[config.mk]
export PLATFORM = sky130hd
export DESIGN_NAME = bitwise_pipe
export DESIGN_NICKNAME = d
export VERILOG_FILES = /design/src/rtl/bitwise_pipe.sv
export SDC_FILE = /design/constraint.sdc
export NUM_CORES = 1
export LEC_CHECK = 0
export ABC_CLOCK_PERIOD_IN_PS = 2900
export CORE_AREA = 8 8 127 129
export DETAILED_ROUTE_END_ITERATION = 10
export DIE_AREA = 0 0 135 137
export PLACE_DENSITY = 0.66
export RECOVER_POWER = 25
export SLEW_MARGIN = 10
export SYNTH_ARGS = -nofsm -noshare
export SYNTH_HDL_FRONTEND = slang
export SYNTH_SLANG_ARGS = --single-unit
[constraint.sdc]
create_clock -name clk -period 2.9 [get_ports clk]
set_input_delay 0.725 -clock clk [delete_from_list [all_inputs] [get_ports clk]]
set_output_delay 0.725 -clock clk [all_outputs]
set_load 0.02 [all_outputs]
[src/rtl/bitwise_pipe.sv]
// bitwise_pipe: registered bitwise unit. Each accepted operand word is reduced
// by one of eight bitwise operations and the result, with its zero and sign
// flags, is queued in a DEPTH-entry FIFO for a downstream consumer.
//
// Handshake rule (both ports): a transfer happens on a rising clk edge where
// valid && ready are both high. The sender holds its payload and valid until
// that edge. in_ready depends only on the registered count, so there is no
// combinational path from out_ready to in_ready. out_valid likewise depends
// only on the registered count.
module bitwise_pipe #(
  parameter int WIDTH = 16,
  parameter int DEPTH = 4,
  localparam int CW = $clog2(DEPTH + 1)
) (
  input  logic             clk,
  input  logic             rst_n,
  input  logic             in_valid,
  output logic             in_ready,
  input  logic [2:0]       op,
  input  logic [WIDTH-1:0] a,
  input  logic [WIDTH-1:0] b,
  output logic             out_valid,
  input  logic             out_ready,
  output logic [WIDTH-1:0] out,
  output logic             zr,
  output logic             ng,
  output logic [CW-1:0]    count
);

  localparam int AW = (DEPTH > 1) ? $clog2(DEPTH) : 1;
  localparam logic [CW-1:0] FULL = CW'(DEPTH);

  // Each entry stores {zr, ng, result} so the flags are not recomputed at the head.
  logic [WIDTH+1:0] mem [DEPTH];
  logic [AW-1:0]    wr_ptr;
  logic [AW-1:0]    rd_ptr;
  logic [WIDTH-1:0] res;
  logic [WIDTH+1:0] head;
  logic             acc;
  logic             pop;

  assign in_ready  = (count != FULL);
  assign out_valid = (count != '0);
  assign acc       = in_valid && in_ready;
  assign pop       = out_valid && out_ready;
  assign head      = mem[rd_ptr];

  // Result of the selected bitwise operation on the current operands.
  always_comb begin
    res = '0;
    case (op)
      3'd0:    res = ~a;
      3'd1:    res = a & b;
      3'd2:    res = a | b;
      3'd3:    res = a ^ b;
      3'd4:    res = ~(a & b);
      3'd5:    res = ~(a | b);
      3'd6:    res = ~(a ^ b);
      default: res = a;
    endcase
  end

  // Head outputs, masked to zero whenever the queue is empty.
  always_comb begin
    out = '0;
    zr  = 1'b0;
    ng  = 1'b0;
    if (out_valid) begin
      out = head[WIDTH-1:0];
      ng  = head[WIDTH];
      zr  = head[WIDTH+1];
    end
  end

  // Result storage; not reset because count masks stale entries.
  always_ff @(posedge clk) begin
    if (acc) begin
      mem[wr_ptr] <= {(res == '0), res[WIDTH-1], res};
    end
  end

  // Pointers and occupancy; full/empty come from count only.
  always_ff @(posedge clk or negedge rst_n) begin
    if (!rst_n) begin
      wr_ptr <= '0;
      rd_ptr <= '0;
      count  <= '0;
    end else begin
      if (acc) wr_ptr <= wr_ptr + AW'(1);
      if (pop) rd_ptr <= rd_ptr + AW'(1);
      case ({acc, pop})
        2'b10:   count <= count + CW'(1);
        2'b01:   count <= count - CW'(1);
        default: count <= count;
      endcase
    end
  end

endmodule

==> reports/results.ini, run 1 <==
[critical_path]
cp_num_buf_inv=2
cp_slowest_stage_delay_ns=0.53
arrival_ns=2.10
cp-end-kind=output port
critical_path_required_ns=2.17
crit_chain=buf_12 -> mux4_2 -> and2_1 -> clkdlybuf4s50_1
start_kind=register
worstSetupPathType=register to output port
worst_path_max_delay_cell=clkdlybuf4s50_1
cp_max_fo=19
cp_top_family=buffers and inverters

[routing]
drt-total-wl_microns=11400
drt_iter0_drc=175
drc=0
vias=3636
via_per_inst=5.09
ant_nets=0
first_pass_iters=4
wl_per_cell_microns=15.9

[power_and_ir_drop]
pwr-share-clk=0.226
leakage_nw=2.65
pwr_density_cell_nw_per_um2=750
intPower_mw=3.18
switching_share=0.336
seqPwrFrac=0.326
p_comb_frac=0.448
switching_power_mw=1.61
ir_drop_mv=0.324

[floorplan]
start_util=0.338
die_x_microns=135
row_count=44
fp.dieH_microns=137
io_pins=62
core_area_sq_um=14200
die-area_sq_um=18500

[yosys]
synth_top_cell_area_share=0.426
netlist_top_cells_count=68 x edfxtp_1, 40 x inv_1, 37 x ha_1
synth_edf_count=68
synth-main-ff-cell=edfxtp_1
yosys.area_share.simple=0.124
synth_cell_types=58
synthMuxAreaShare=0.105
ys_seq_area_frac=0.462
ys_warn_count=0
avgSynthCellArea_sq_um=11.3
synth_fa_ha_area_frac=0.101
synth_top_family_by_area=compound AO/OA/AOI/OAI gates
synth-xor-area-share=0.0110
synth_area_leaders=edfxtp_1 43%, ha_1 9.7%, mux4_2 8.5%
synth-seq-cells=75
ys_async_sr_fraction=0.0933
synth_fp_nets=503
synth_compound_area_frac=0.132
syn_inst=426
synth_top_area_cell=edfxtp_1
yosysMostFrequentCell=edfxtp_1
syn-cell-area_sq_um=4800

[timing]
finalHoldViolCount=0
skew_ns=0.0139
tightest_slew_ns=1.12
fin_crit_sh=0.973
setup_ws_ns=0.0775
fmax_mhz=354
setup_viol=0
maxSlewHeadroom=0.252
drv_slew=0
period_minus_slack_ns=2.82

[global_routing]
grt_pass1_wl_microns=17900
grt_util_all_layers=0.122
grt-ovfl-total=0
grt_max_degree=66
grt_pass1_vias=3744
antenna_found_initial=0

[placed_design]
hpwl_microns=8310
dp_cells=698
io_buffers=61
dp_slack_ns=-0.493
place.gp.congestion=0.793

[min_path]
holdCritPathClass=register to register

[finish]
drive_above_1_share=0.211
num-nets-final=603
area_growth_pct=33.4
fill_cells=1295
instances_no_fill=715
diodes=0

[clocking]
cts_tree=done
cts_sinks=75
clock_latency_ns=0.33
cts_max_path_buffers=2
htreeDepth=3
cts.clk_slew.worst_paths_ns=0.07
cts-buffers-inserted=9
cts_root_buf=clkbuf_16

[run]
maxCapViolCount=0

[outcome]
status=finished clean

## per-stage QoR
| step | utilization | hold WS (ns) | total power, mW | area, sq um | TNS, ns |
|---|---|---|---|---|---|
| after detailed placement | 0.420 | 0.529 | 3.81 | 5970 | -1.97 |
| after CTS | 0.444 | 0.548 | 4.89 | 6300 | 0 |
| after global placement | 0.420 | 0.490 | 3.75 | 5970 | -1.44 |
| after floorplan | - | 0.429 | 2.87 | 4800 | 0 |
| after global routing | 0.450 | 0.567 | 5.07 | 6400 | -0.0739 |
| final | 0.450 | 0.542 | 4.80 | 6400 | 0 |
## registers in the layout (all words and copies together), names as in the netlist
| signal | count |
|---|---|
| count | 3 |
| rd_ptr | 2 |
| mem | 68 |
| wr_ptr | 2 |
## metal layers
layer,track usage,routed length (microns)
met5,0,0
met4,0.0568,224
met2,0.219,5650
met1,0.139,5120
met3,0.0198,348
## worst paths after layout
check / startpoint / to / slack (ns) / cells after the start
min reg2reg: count[0]$_DFFE_PN0P_ / count[0]$_DFFE_PN0P_ / 0.54 / 1
max: rd_ptr[0]$_DFFE_PN0P_ / out[14] / 0.08 / 4
max in group asynchronous: rst_n / rd_ptr[1]$_DFFE_PN0P_ / 1.90 / 1
max reg2reg: count[0]$_DFFE_PN0P_ / count[2]$_DFFE_PN0P_ / 0.69 / 10
min in group asynchronous: rst_n / count[0]$_DFFE_PN0P_ / 0.73 / 1
min: count[0]$_DFFE_PN0P_ / count[0]$_DFFE_PN0P_ / 0.54 / 1
## cells by family after synthesis
family / after synthesis
and+or+nand+nor: 112
adders and majority gates: 38
muxes: 27
xor gates and xnor gates: 6
AOI/OAI and AO/OA: 96
DFF: 75
buffers and inverters: 72
## power by group through the flow
stage               registers (mW)  clock network, mW  logic, mW
finish                        1.56               1.09       2.15
global route                  1.59               1.15       2.34
CTS                           1.56               1.10       2.23
detailed placement            1.58                  0       2.24
global placement              1.56                  0       2.20
floorplan                     1.58                  0       1.30
## final cells by class
cell class	count	area, sq um	share of cell area
well taps	184	230	0.0360
repair buffers	119	1130	0.176
flip-flops and latches	75	2220	0.347
multi-input cells	279	2370	0.370
inverters	42	158	0.0246
clock buffers	9	225	0.0352
clock inverters	7	75.1	0.0117
## repair_timing
item                                    4_1_cts  5_1_grt
gates resized for setup                      10       25
pin swaps                                     3        6
buffers inserted                              0        1
hold buffers                                  0        0
endpoints found under the setup margin       22       17
## placed cells by master, fill, tap and decap left out, types with 5 or more instances in the layout
master | synthesis | routed
nor2_1 | 20 | 20
dlymetal6s2s_1 | 0 | 14
clkdlybuf4s50_1 | 0 | 40
buf_4 | 4 | 49
edfxtp_1 | 68 | 68
o211ai_1 | 6 | 6
a21oi_1 | 20 | 19
clkbuf_16 | 0 | 9
nor3_1 | 6 | 6
and2_1 | 19 | 17
a211oi_1 | 10 | 10
mux4_2 | 18 | 18
inv_1 | 40 | 39
nand2_1 | 26 | 26
nand2b_1 | 14 | 14
mux2i_1 | 5 | 5
a22oi_1 | 5 | 5
ha_1 | 37 | 35
dfrtp_1 | 7 | 7
o21ai_0 | 21 | 20
o22ai_1 | 7 | 6
buf_12 | 0 | 5
(Power assumes the default switching activity.)
==> run 2, diff against run 1 <==
CORE_AREA = 5 5 124 126   (was 8 8 127 129)
DIE_AREA = 0 0 129 131   (was 0 0 135 137)
==> reports/results.ini, run 2 (synthesized netlist as in run 1, its figures left out) <==
[global_routing]
grt-ovfl-total=0
grt_util_all_layers=0.138
grt_pass1_vias=3778
antenna_found_initial=0
grt_pass1_wl_microns=18600
grt_max_degree=46

[timing]
fin_crit_sh=0.967
setup_tns_ns=0
finalHoldViolCount=0
tightest_slew_ns=1.11
timing.hold.ws_ns=0.542
setup_ws_ns=0.0956
skew_ns=0.00699
setup_viol=0
maxSlewHeadroom=0.260
period_minus_slack_ns=2.80
fmax_mhz=357
drv_slew=0

[placed_design]
dp_slack_ns=-0.447
hpwl_microns=8330
io_buffers=61
dpl_cell_area_sq_um=5940
place.gp.congestion=0.786

[critical_path]
cp_slowest_stage_delay_ns=0.53
regToRegEndpoint=count[2]$_DFFE_PN0P_
cp-end-kind=register
worstSetupPathType=input port to register
critical_path_required_ns=3.04
ff2ff_path_depth=10
r2r-start=count[0]$_DFFE_PN0P_
start_kind=input port
path_common_cell=nand2_1
worst_path_max_delay_cell=or4_4
crit_start=a[11]
crit_chain=clkdlybuf4s50_1 -> inv_1 -> ha_1 -> nand2_1 -> nand2_1 -> o22ai_1 -> a22oi_1 -> or4_4 -> nor4_4
cp_max_fo=4
r2r_slack_ns=0.70
arrival_ns=2.94

[outcome]
status=finished clean

[clocking]
cts_tree=done
cts.clk_slew.worst_paths_ns=0.06
cts_max_path_buffers=2
cts_sinks=75
postCtsHoldBufs=0
htreeDepth=3
cts_root_buf=clkbuf_16
clock_latency_ns=0.33
cts-buffers-inserted=9

[routing]
drt-total-wl_microns=11300
met2WireLength_microns=5800
drc=0
vias=3688
ant_nets=0
first_pass_iters=4
routedLengthMet1_microns=4740
met3_length_microns=485
wl_per_cell_microns=15.6
via_per_inst=5.11
dr.max_layer_used=met4
drt_iter0_drc=247

[min_path]
min_from=count[0]$_DFFE_PN0P_
whs_endpoint=count[0]$_DFFE_PN0P_
whs_path_depth=1
holdCritPathClass=register to register

[power_and_ir_drop]
ir_drop_mv=0.363
leakage_nw=2.63
pwr_density_cell_nw_per_um2=774

[finish]
largest_register=mem
diodes=0
final_cell_mix=68 x edfxtp_1, 57 x buf_4, 40 x clkdlybuf4s50_1
num-nets-final=610
postLayoutCellArea_sq_um=6420
fill_cells=1313
area_growth_pct=33.9
largest_register_ffs=68
reg_top3=mem x68, count x3
final_common_cell=edfxtp_1
drive_above_1_share=0.219

[run]
maxCapViolCount=0

[floorplan]
die-area_sq_um=16900
die_x_microns=129
core_area_sq_um=14200
fp.dieH_microns=131
start_util=0.338
io_pins=62
row_count=44

run 2: changes by cell type in the layout (fill, tap and decap cells not counted), sizes merged:
cell / previous run / this run
inv: 43 / 45
dlymetal6s2s: 14 / 7
clkinvlp: 2 / 1
bufinv: 1 / 2
clkinv: 3 / 1
dlygate4sd2: 4 / 11
buf: 56 / 63
run 2: worst max-delay path by stage:
| stage | slack (ns) | end |
|---|---|---|
| 3_5_place_dp | -0.45 | mem[3][17]$_DFFE_PP_ |
| 4_1_cts | 0.002 | out[11] |
| 6_report | 0.1 | mem[1][17]$_DFFE_PP_ |
| 5_1_grt | -0.009 | mem[2][17]$_DFFE_PP_ |
| 3_3_place_gp | -0.37 | mem[0][17]$_DFFE_PP_ |
| 2_1_floorplan | 0.20 | mem[0][17]$_DFFE_PP_ |
run 2: metrics by stage:
stage	utilization	power (mW)	std cells
floorplan	-	2.87	426
global placement	0.418	3.74	696
detailed placement	0.418	3.81	696
CTS	0.442	4.96	712
global route	0.452	5.28	722
finish	0.452	4.97	722
run 2: what timing repair did:
item	CTS	global route
endpoints found under the setup margin	22	11
resized for setup	15	17
setup buffers	0	10
pin swaps	1	8
run 2: worst max-delay path: cells and delay by family:
family | cells | cell delay [ns]
compound gates | 2 | 0.32
simple gates | 4 | 0.94
fa+ha+maj | 1 | 0.34
buf+inv | 2 | 0.61
run 2: area by class of cell:
| type | instances | area (sq um) | area share |
|---|---|---|---|
| clock buffers | 9 | 225 | 0.0351 |
| multi-input cells | 279 | 2330 | 0.363 |
| inverters | 42 | 161 | 0.0251 |
| repair buffers | 126 | 1150 | 0.179 |
| flip-flops and latches | 75 | 2220 | 0.345 |
| well taps | 184 | 230 | 0.0358 |
| clock inverters | 7 | 106 | 0.0166 |
run 2: routing by layer:
metal / up-vias / global-route usage
li1: 1782 / -
met1: 1789 / 0.169
met2: 96 / 0.243
met3: 21 / 0.0224
met4: 0 / 0.0556
met5: - / 0
run 2: where the power goes:
group          switching [mW]  internal [mW]
Combinational            1.12           1.07
Sequential             0.0844           1.48
Clock                   0.443          0.769
